`src/rtl/parser_pkg.sv`:
```
// Shared parser-pipeline types and constants for the rule configuration master.
package parser_pkg;

    localparam int unsigned LAYER_NUM         = 4;
    localparam int unsigned LAYER_IDX_W       = 3;
    localparam int unsigned RULE_CFG_TIMEOUT  = 16;
    localparam int unsigned CFG_LAYER_FIELD_W = 8;

    typedef enum logic [1:0] {
        IDLE,
        ISSUE,
        WAIT_RD,
        RESP
    } cfg_state_e;

    typedef struct packed {
        logic                         wr;
        logic [CFG_LAYER_FIELD_W-1:0] layer;
        logic [31:0]                  addr;
        logic [31:0]                  wdata;
    } cfg_cmd_t;

endpackage

```
`src/rtl/rule_cfg_master.sv`:
```
// Host-to-parser-layer rule configuration initiator, one transaction outstanding at a time.
// Optional broadcast writes to all layers are enabled by defining RULE_CFG_BCAST_EN.
module rule_cfg_master #(
    parameter int unsigned LAYER_NUM      = parser_pkg::LAYER_NUM,
    parameter int unsigned LAYER_IDX_W    = parser_pkg::LAYER_IDX_W,
    parameter int unsigned TIMEOUT_CYCLES = parser_pkg::RULE_CFG_TIMEOUT
) (
    input  logic                    i_clk,
    input  logic                    i_rst,
    input  logic                    i_cmd_valid,
    output logic                    o_cmd_ready,
    input  logic                    i_cmd_wr,
    input  logic [LAYER_IDX_W-1:0]  i_cmd_layer,
    input  logic [31:0]             i_cmd_addr,
    input  logic [31:0]             i_cmd_wdata,
    output logic                    o_resp_valid,
    input  logic                    i_resp_ready,
    output logic [31:0]             o_resp_rdata,
    output logic                    o_resp_err,
    output logic [LAYER_NUM-1:0]    o_rule_wren,
    output logic [LAYER_NUM-1:0]    o_rule_rden,
    output logic [31:0]             o_rule_addr,
    output logic [31:0]             o_rule_wdata,
    input  logic [LAYER_NUM-1:0]    i_rule_rdata_valid,
    input  logic [LAYER_NUM*32-1:0] i_rule_rdata
);

    import parser_pkg::*;

    localparam logic [7:0] TIMEOUT_LAST = 8'(TIMEOUT_CYCLES - 1);
    localparam logic [CFG_LAYER_FIELD_W-1:0] BCAST_CODE =
        CFG_LAYER_FIELD_W'({LAYER_IDX_W{1'b1}});

    cfg_state_e state_q, state_d;
    cfg_cmd_t   cmd_q, cmd_d;
    logic [7:0] cnt_q, cnt_d;
    logic [31:0] rdata_q, rdata_d;
    logic        err_q, err_d;
    logic        cmd_ready_q, resp_valid_q;
    logic [LAYER_NUM-1:0] wren_q, rden_q;
    logic [LAYER_NUM-1:0] sel_q, sel_d;
    logic [31:0] rd_mux;
    logic        rd_hit;
    logic        in_layer_ok, in_bcast;

    assign in_layer_ok = (32'(i_cmd_layer) < LAYER_NUM);
`ifdef RULE_CFG_BCAST_EN
    assign in_bcast = (i_cmd_layer == {LAYER_IDX_W{1'b1}});
`else
    assign in_bcast = 1'b0;
`endif

    // One-hot layer select for the latched (sel_q) and incoming (sel_d) command.
    always_comb begin
        sel_q = '0;
        sel_d = '0;
        for (int i = 0; i < LAYER_NUM; i++) begin
            sel_q[i] = (cmd_q.layer == CFG_LAYER_FIELD_W'(i));
            sel_d[i] = (cmd_d.layer == CFG_LAYER_FIELD_W'(i));
        end
`ifdef RULE_CFG_BCAST_EN
        if (cmd_q.layer == BCAST_CODE) sel_q = '1;
        if (cmd_d.layer == BCAST_CODE) sel_d = '1;
`endif
    end

    always_comb begin
        rd_mux = '0;
        for (int i = 0; i < LAYER_NUM; i++) begin
            if (sel_q[i]) rd_mux = rd_mux | i_rule_rdata[i*32 +: 32];
        end
    end

    // Other layers' valids are masked off by the select.
    assign rd_hit = |(i_rule_rdata_valid & sel_q);

    always_comb begin
        state_d = state_q;
        cmd_d   = cmd_q;
        cnt_d   = cnt_q;
        rdata_d = rdata_q;
        err_d   = err_q;
        unique case (state_q)
            IDLE: begin
                if (i_cmd_valid) begin
                    cmd_d.wr    = i_cmd_wr;
                    cmd_d.layer = CFG_LAYER_FIELD_W'(i_cmd_layer);
                    cmd_d.addr  = i_cmd_addr;
                    cmd_d.wdata = i_cmd_wdata;
                    rdata_d     = '0;
                    err_d       = 1'b0;
                    if (in_layer_ok || (in_bcast && i_cmd_wr)) begin
                        state_d = ISSUE;
                    end else begin
                        err_d   = 1'b1;
                        state_d = RESP;
                    end
                end
            end
            ISSUE: begin
                if (cmd_q.wr) begin
                    state_d = RESP;
                end else if (rd_hit) begin
                    rdata_d = rd_mux;
                    state_d = RESP;
                end else begin
                    cnt_d   = '0;
                    state_d = WAIT_RD;
                end
            end
            WAIT_RD: begin
                if (rd_hit) begin
                    rdata_d = rd_mux;
                    state_d = RESP;
                end else if (cnt_q == TIMEOUT_LAST) begin
                    err_d   = 1'b1;
                    state_d = RESP;
                end else begin
                    cnt_d = cnt_q + 8'd1;
                end
            end
            RESP: begin
                if (i_resp_ready) state_d = IDLE;
            end
            default: state_d = IDLE;
        endcase
    end

    // Outputs are registered from next-state so strobes line up with the ISSUE cycle.
    always_ff @(posedge i_clk or posedge i_rst) begin
        if (i_rst) begin
            state_q      <= IDLE;
            cmd_q        <= '0;
            cnt_q        <= '0;
            rdata_q      <= '0;
            err_q        <= 1'b0;
            cmd_ready_q  <= 1'b1;
            resp_valid_q <= 1'b0;
            wren_q       <= '0;
            rden_q       <= '0;
        end else begin
            state_q      <= state_d;
            cmd_q        <= cmd_d;
            cnt_q        <= cnt_d;
            rdata_q      <= rdata_d;
            err_q        <= err_d;
            cmd_ready_q  <= (state_d == IDLE);
            resp_valid_q <= (state_d == RESP);
            wren_q       <= (state_d == ISSUE &&  cmd_d.wr) ? sel_d : '0;
            rden_q       <= (state_d == ISSUE && !cmd_d.wr) ? sel_d : '0;
        end
    end

    assign o_cmd_ready  = cmd_ready_q;
    assign o_resp_valid = resp_valid_q;
    assign o_resp_rdata = rdata_q;
    assign o_resp_err   = err_q;
    assign o_rule_wren  = wren_q;
    assign o_rule_rden  = rden_q;
    assign o_rule_addr  = cmd_q.addr;
    assign o_rule_wdata = cmd_q.wdata;

endmodule

```
`config.mk`:
```
export PLATFORM = sky130hd
export DESIGN_NAME = rule_cfg_master
export DESIGN_NICKNAME = d
export VERILOG_FILES = /design/src/rtl/parser_pkg.sv /design/src/rtl/rule_cfg_master.sv
export SDC_FILE = /design/constraint.sdc
export NUM_CORES = 1
export LEC_CHECK = 0
export BUFFER_PORTS_ARGS = -buffer_cell sky130_fd_sc_hd__buf_4
export CAP_MARGIN = 40
export CORE_UTILIZATION = 25
export DETAILED_ROUTE_END_ITERATION = 7
export PLACE_DENSITY_LB_ADDON = 0.08
export SKIP_CTS_REPAIR_TIMING = 1
export SLEW_MARGIN = 20
export SYNTH_ARGS = -nofsm -noshare
export SYNTH_HDL_FRONTEND = slang
export SYNTH_SLANG_ARGS = --single-unit
```
`constraint.sdc`:
```
create_clock -name i_clk -period 5.4 [get_ports i_clk]
set_input_delay 1.35 -clock i_clk [delete_from_list [all_inputs] [get_ports i_clk]]
set_output_delay 1.35 -clock i_clk [all_outputs]
set_load 0.01 [all_outputs]
```
# Word level (Yosys, flattened, before mapping)
# Index checks and enable logic that the tools add are counted.
[word_totals] register_bits=126 latch_bits=0 ramBits=0 romBits=0 in_bits=204 wordCells=81 memories=0
[op_classes] addsub=1 multipliers=0 div=0 n_lt_le_gt_ge=1 eq_ne=18 shifts=0 mux=30 bitwise_logic=4 reduce_logical=15
[op_table] cell="2-to-1 mux 32 bit" count=7
[op_table] cell="2-to-1 mux 73 bit" count=2
[op_table] cell="bitwise OR 32 bit" count=3
[op_table] cell="case mux 32 bit (3 select lines)" count=1
[op_table] cell="== test 8 x 2 -> 1 bit (second input constant)" count=4
[op_table] cell="2-to-1 mux 8 bit" count=4
[op_table] cell="== test 8 x 1 -> 1 bit (second input constant)" count=2
[op_table] cell="zero test 8 bit" count=2
[op_table] cell="case mux 8 bit (2 select lines)" count=1
[op_table] cell="!= test 2 bit (second input constant)" count=6
[op_table] cell="2-to-1 mux 2 bit" count=5
[op_table] cell="adder 8 x 1 -> 8 bit (second input constant)" count=1
[op_table] cell="== test 8 x 4 -> 1 bit (second input constant)" count=1
[op_table] cell="2-to-1 mux 4 bit" count=2
[op_table] cell="case mux 2 bit (4 select lines)" count=1
[op_table] cell="== test 2 bit (second input constant)" count=3
[op_table] cell="2-to-1 mux 1 bit" count=6
[op_table] cell="AND reduction 5 bit" count=1
[op_table] cell="bitwise AND 4 bit" count=1
[op_table] cell="== test 2 x 1 -> 1 bit (second input constant)" count=2
[op_table] cell="zero test 2 bit" count=2
[op_table] cell="AND reduction 4 bit" count=1
[op_table] cell="nonzero test 2 bit" count=2
[op_table] cell="OR reduction 4 bit" count=1
[op_table] cell="other kinds (7)" count=8

# Longest topological paths before layout
[depth] ltp_word=11 depth_mapped=8 ltp_nobuf=6

# Worst setup path before layout
# Ideal clock, no wire load.
[synth_path] path_type="input to register" from="input port i_rule_rdata_valid[3]" to="register rdata_q[10] (netlist: o_resp_rdata[10])" setup_ns=0.121 arrival_time_ns=2.707 required_ns=5.279 slack_ns=2.572 cell_stages=7 path_buffers=3 path_cell_list="mux4_2 -> and3_4 -> buf_6 -> and3_1 -> buf_6 -> buf_6 -> a22o_1"
[synth_between] elab_chain_cells=5
[synth_rtl] element="start, declared" line="rule_cfg_master.sv:24" text="input logic [LAYER_NUM-1:0] i_rule_rdata_valid,"
[synth_rtl] element="bitwise AND 4 bit (*)" line="rule_cfg_master.sv:75" text="assign rd_hit = |(i_rule_rdata_valid & sel_q);"
[synth_rtl] element="OR reduction 4 bit (*)" line="rule_cfg_master.sv:75"
[synth_rtl] element="2-to-1 mux 32 bit (*)"
[synth_rtl] element="2-to-1 mux 32 bit"
[synth_rtl] element="case mux 32 bit (3 select lines) (*)"
[synth_rtl] element="end signal, assigned" line="rule_cfg_master.sv:145" text="rdata_q <= rdata_d;"
[synth_rtl] element="end, declared" line="rule_cfg_master.sv:37" text="logic [31:0] rdata_q, rdata_d;"
# Mark *: on every way between the ends. The rest lies on a longest branch, timed or not. The select of a mux whose other input is x is not followed.
# A chain may end at the register's enable or synchronous reset.

==> results.sh <==
export IMPL_hpwl_um=13200
export IMPL_io_pin_count=311
export IMPL_cts_htree_levels=4
export IMPL_ant_nets=0
export IMPL_cts_tree="done"
export IMPL_finalNetCount=900
export IMPL_clkLatencyLatePin_ns=0.42
export IMPL_grt_pass1_vias=4986
export IMPL_min_period_over_period=0.498
export IMPL_clkTransAtPathRegs_ns=0.06
export IMPL_vias=4592
export IMPL_tightest_slew_ns=0.757
export IMPL_avgRoutedWirePerCell_um=17.0
export IMPL_rsz0062_at_grt="no"
export IMPL_core_region_area_sq_um=24400
export IMPL_grt_pass1_wl_um=27300
export IMPL_min_period_ns=2.69
export IMPL_worst_setup_path_end_kind="register"
export IMPL_drive_gt1_frac=0.651
export IMPL_finalHoldViolCount=0
export IMPL_synth_nets=658
export IMPL_startpoint_type="input pin"
export IMPL_synth_ff_type="dfrtp_1"
export IMPL_ys_top_cells_by_count="dfrtp_1 (125), mux2_2 (66), buf_4 (64)"
export IMPL_port_buffers=310
export IMPL_ys_types=48
export IMPL_synthTopCellsByArea="dfrtp_1 (50%), mux2_2 (12%), mux4_2 (12%)"
export IMPL_instances_no_fill=1028
export IMPL_synth_area_sq_um=6240
export IMPL_groute_usage_overall=0.140
export IMPL_yosysSeqAreaShare=0.505
export IMPL_max_slew_margin=0.494
export IMPL_fin_skew_ns=0.00801
export IMPL_antenna_found_initial=0
export IMPL_fin_util=0.369
export IMPL_die_y_um=160
export IMPL_ys_ff_latch=126
export IMPL_cap_violations=0
export IMPL_rows=57
export IMPL_setup_tns_ns=0
export IMPL_clk_root_buffer_cell="clkbuf_16"
export IMPL_grt_max_degree=58
export IMPL_cp_required_ns=5.70
export IMPL_drc=0
export IMPL_crit_fanout=57
export IMPL_syn_inst=449
export IMPL_powerDensity_nw_per_um2=567
export IMPL_setup_violations=0
export IMPL_ir_drop_mv=0.222
export IMPL_via_per_inst=4.47
export IMPL_run_status="finished clean"
export IMPL_synth_most_common_cell="dfrtp_1"
export IMPL_drt_pass1_iterations=4
export IMPL_antenna_cells=0
export IMPL_whs_ns=0.488
export IMPL_area_growth_pct=44.0
export IMPL_fmax_mhz=371
export IMPL_critical_path_class="input pin to register"
export IMPL_gp_congestion=0.759
export IMPL_synth_top_area_cell="dfrtp_1"
export IMPL_die_area_sq_um=25600
export IMPL_clock_sinks=126
export IMPL_cts_buffers=17
export IMPL_finalMaxSlewViolations=0
export IMPL_yosysTopAreaCellShare=0.501
export IMPL_wl_um=17500
export IMPL_ys_async_sr_fraction=1.00
export IMPL_drtIter0Drc=268
export IMPL_hold_path_class="register to register"
export IMPL_initial_core_util=0.256
export IMPL_p_leak_uw=0.00430
export IMPL_die_width_um=160
export IMPL_cts_path_max_buffers=2
export IMPL_dp_cells=996
export IMPL_synth_edf_count=0
export IMPL_avgSynthCellArea_sq_um=13.9
export IMPL_ys_warn_count=0
export IMPL_cp_arrival_ns=2.99
export IMPL_grt_overflow_total=0
==> per-layer routing <==
metal  global-route usage  part of all wire  vias up  wire (um)
li1                     -                 -     2097          -
met1                0.161              0.39     2286       6840
met2                0.244              0.52      195       9130
met3               0.0421             0.075       14       1310
met4               0.0481             0.013        0        221
met5                    0                 0        -          0
==> cells by family (layout without fill, tap and decap cells) <==
| family | count (synthesis) | in the layout | synth area share |
|---|---|---|---|
| flops | 126 | 126 | 0.505 |
| mux | 103 | 103 | 0.244 |
| buf+inv | 103 | 358 | 0.109 |
| compound gates | 59 | 59 | 0.0785 |
| simple gates | 53 | 53 | 0.0531 |
| fa+ha+maj | 5 | 5 | 0.0100 |
==> state kept, by name, summed over array words and instances (netlist names) <==
signal	count
o_rule_wdata	32
o_resp_err	1
o_rule_wren	4
o_cmd_ready	1
state_q	2
o_rule_rden	4
o_resp_rdata	32
o_rule_addr	32
o_resp_valid	1
cmd_q	9
cnt_q	8
==> worst max-delay path, cell delays in order <==
cell     delay [ns]
buf_4          0.14
nand2_4        0.24
buf_16         0.30
mux2i_1        0.44
inv_1          0.19
nor4_1         0.31
==> stage by stage <==
stage	total power [uW]	cell area (sq um)	setup WS [ns]
2_1_floorplan	3360	6240	0.696
3_3_place_gp	4010	8380	2.14
3_5_place_dp	4050	8410	2.28
4_1_cts	5190	8990	2.71
5_1_grt	5440	8990	2.54
6_report	5100	8990	2.71
==> where the power goes <==
part	total, uW	internal (uW)	switching [uW]
Sequential	1600	1370	234
Combinational	2390	1280	1110
Clock	1110	671	434
==> path summary, 6_finish.rpt <==
kind | startpoint | end | slack, ns | cells past startpoint
hold / removal | cmd_q[70] | cmd_q[70] | 0.49 | 1
max in group asynchronous | i_rst | o_rule_wdata[7] | 3.37 | 3
setup reg to reg | state_q[0] | o_rule_wren[1] | 2.84 | 6
setup / recovery | i_cmd_valid | o_rule_rden[1] | 2.71 | 6
hold reg to reg | cmd_q[70] | cmd_q[70] | 0.49 | 1
min in group asynchronous | i_rst | o_rule_addr[23] | 0.98 | 2
==> cell usage in the layout (no fill, tap or decap), types with 3 or more instances in the layout <==
master / Yosys / final
clkinvlp_4: 0 / 3
nand3_1: 6 / 6
and2_1: 8 / 8
ha_1: 5 / 5
o31ai_1: 3 / 3
dfrtp_1: 125 / 124
and4b_1: 3 / 3
clkbuf_16: 0 / 17
nand2_1: 5 / 4
inv_1: 10 / 9
mux2i_1: 4 / 4
a22o_1: 32 / 32
mux4_2: 33 / 33
o41ai_1: 7 / 7
o22ai_1: 3 / 3
nor4_1: 8 / 8
nor2b_1: 3 / 3
nor2_1: 5 / 5
clkinv_2: 0 / 3
clkbuf_8: 0 / 3
clkinv_4: 0 / 3
mux2_2: 66 / 66
buf_4: 64 / 315
==> layout make-up <==
cell class              instances  area [sq um]
clock buffers                  20           467
multi-input cells             220          2420
repair buffers                316          2390
inverters                      10          40.0
flip-flops and latches        126          3160
clock inverters                12           111
well taps                     324           405
fillers                      2410         15400
No activity file was read; power rests on OpenSTA's default activity.
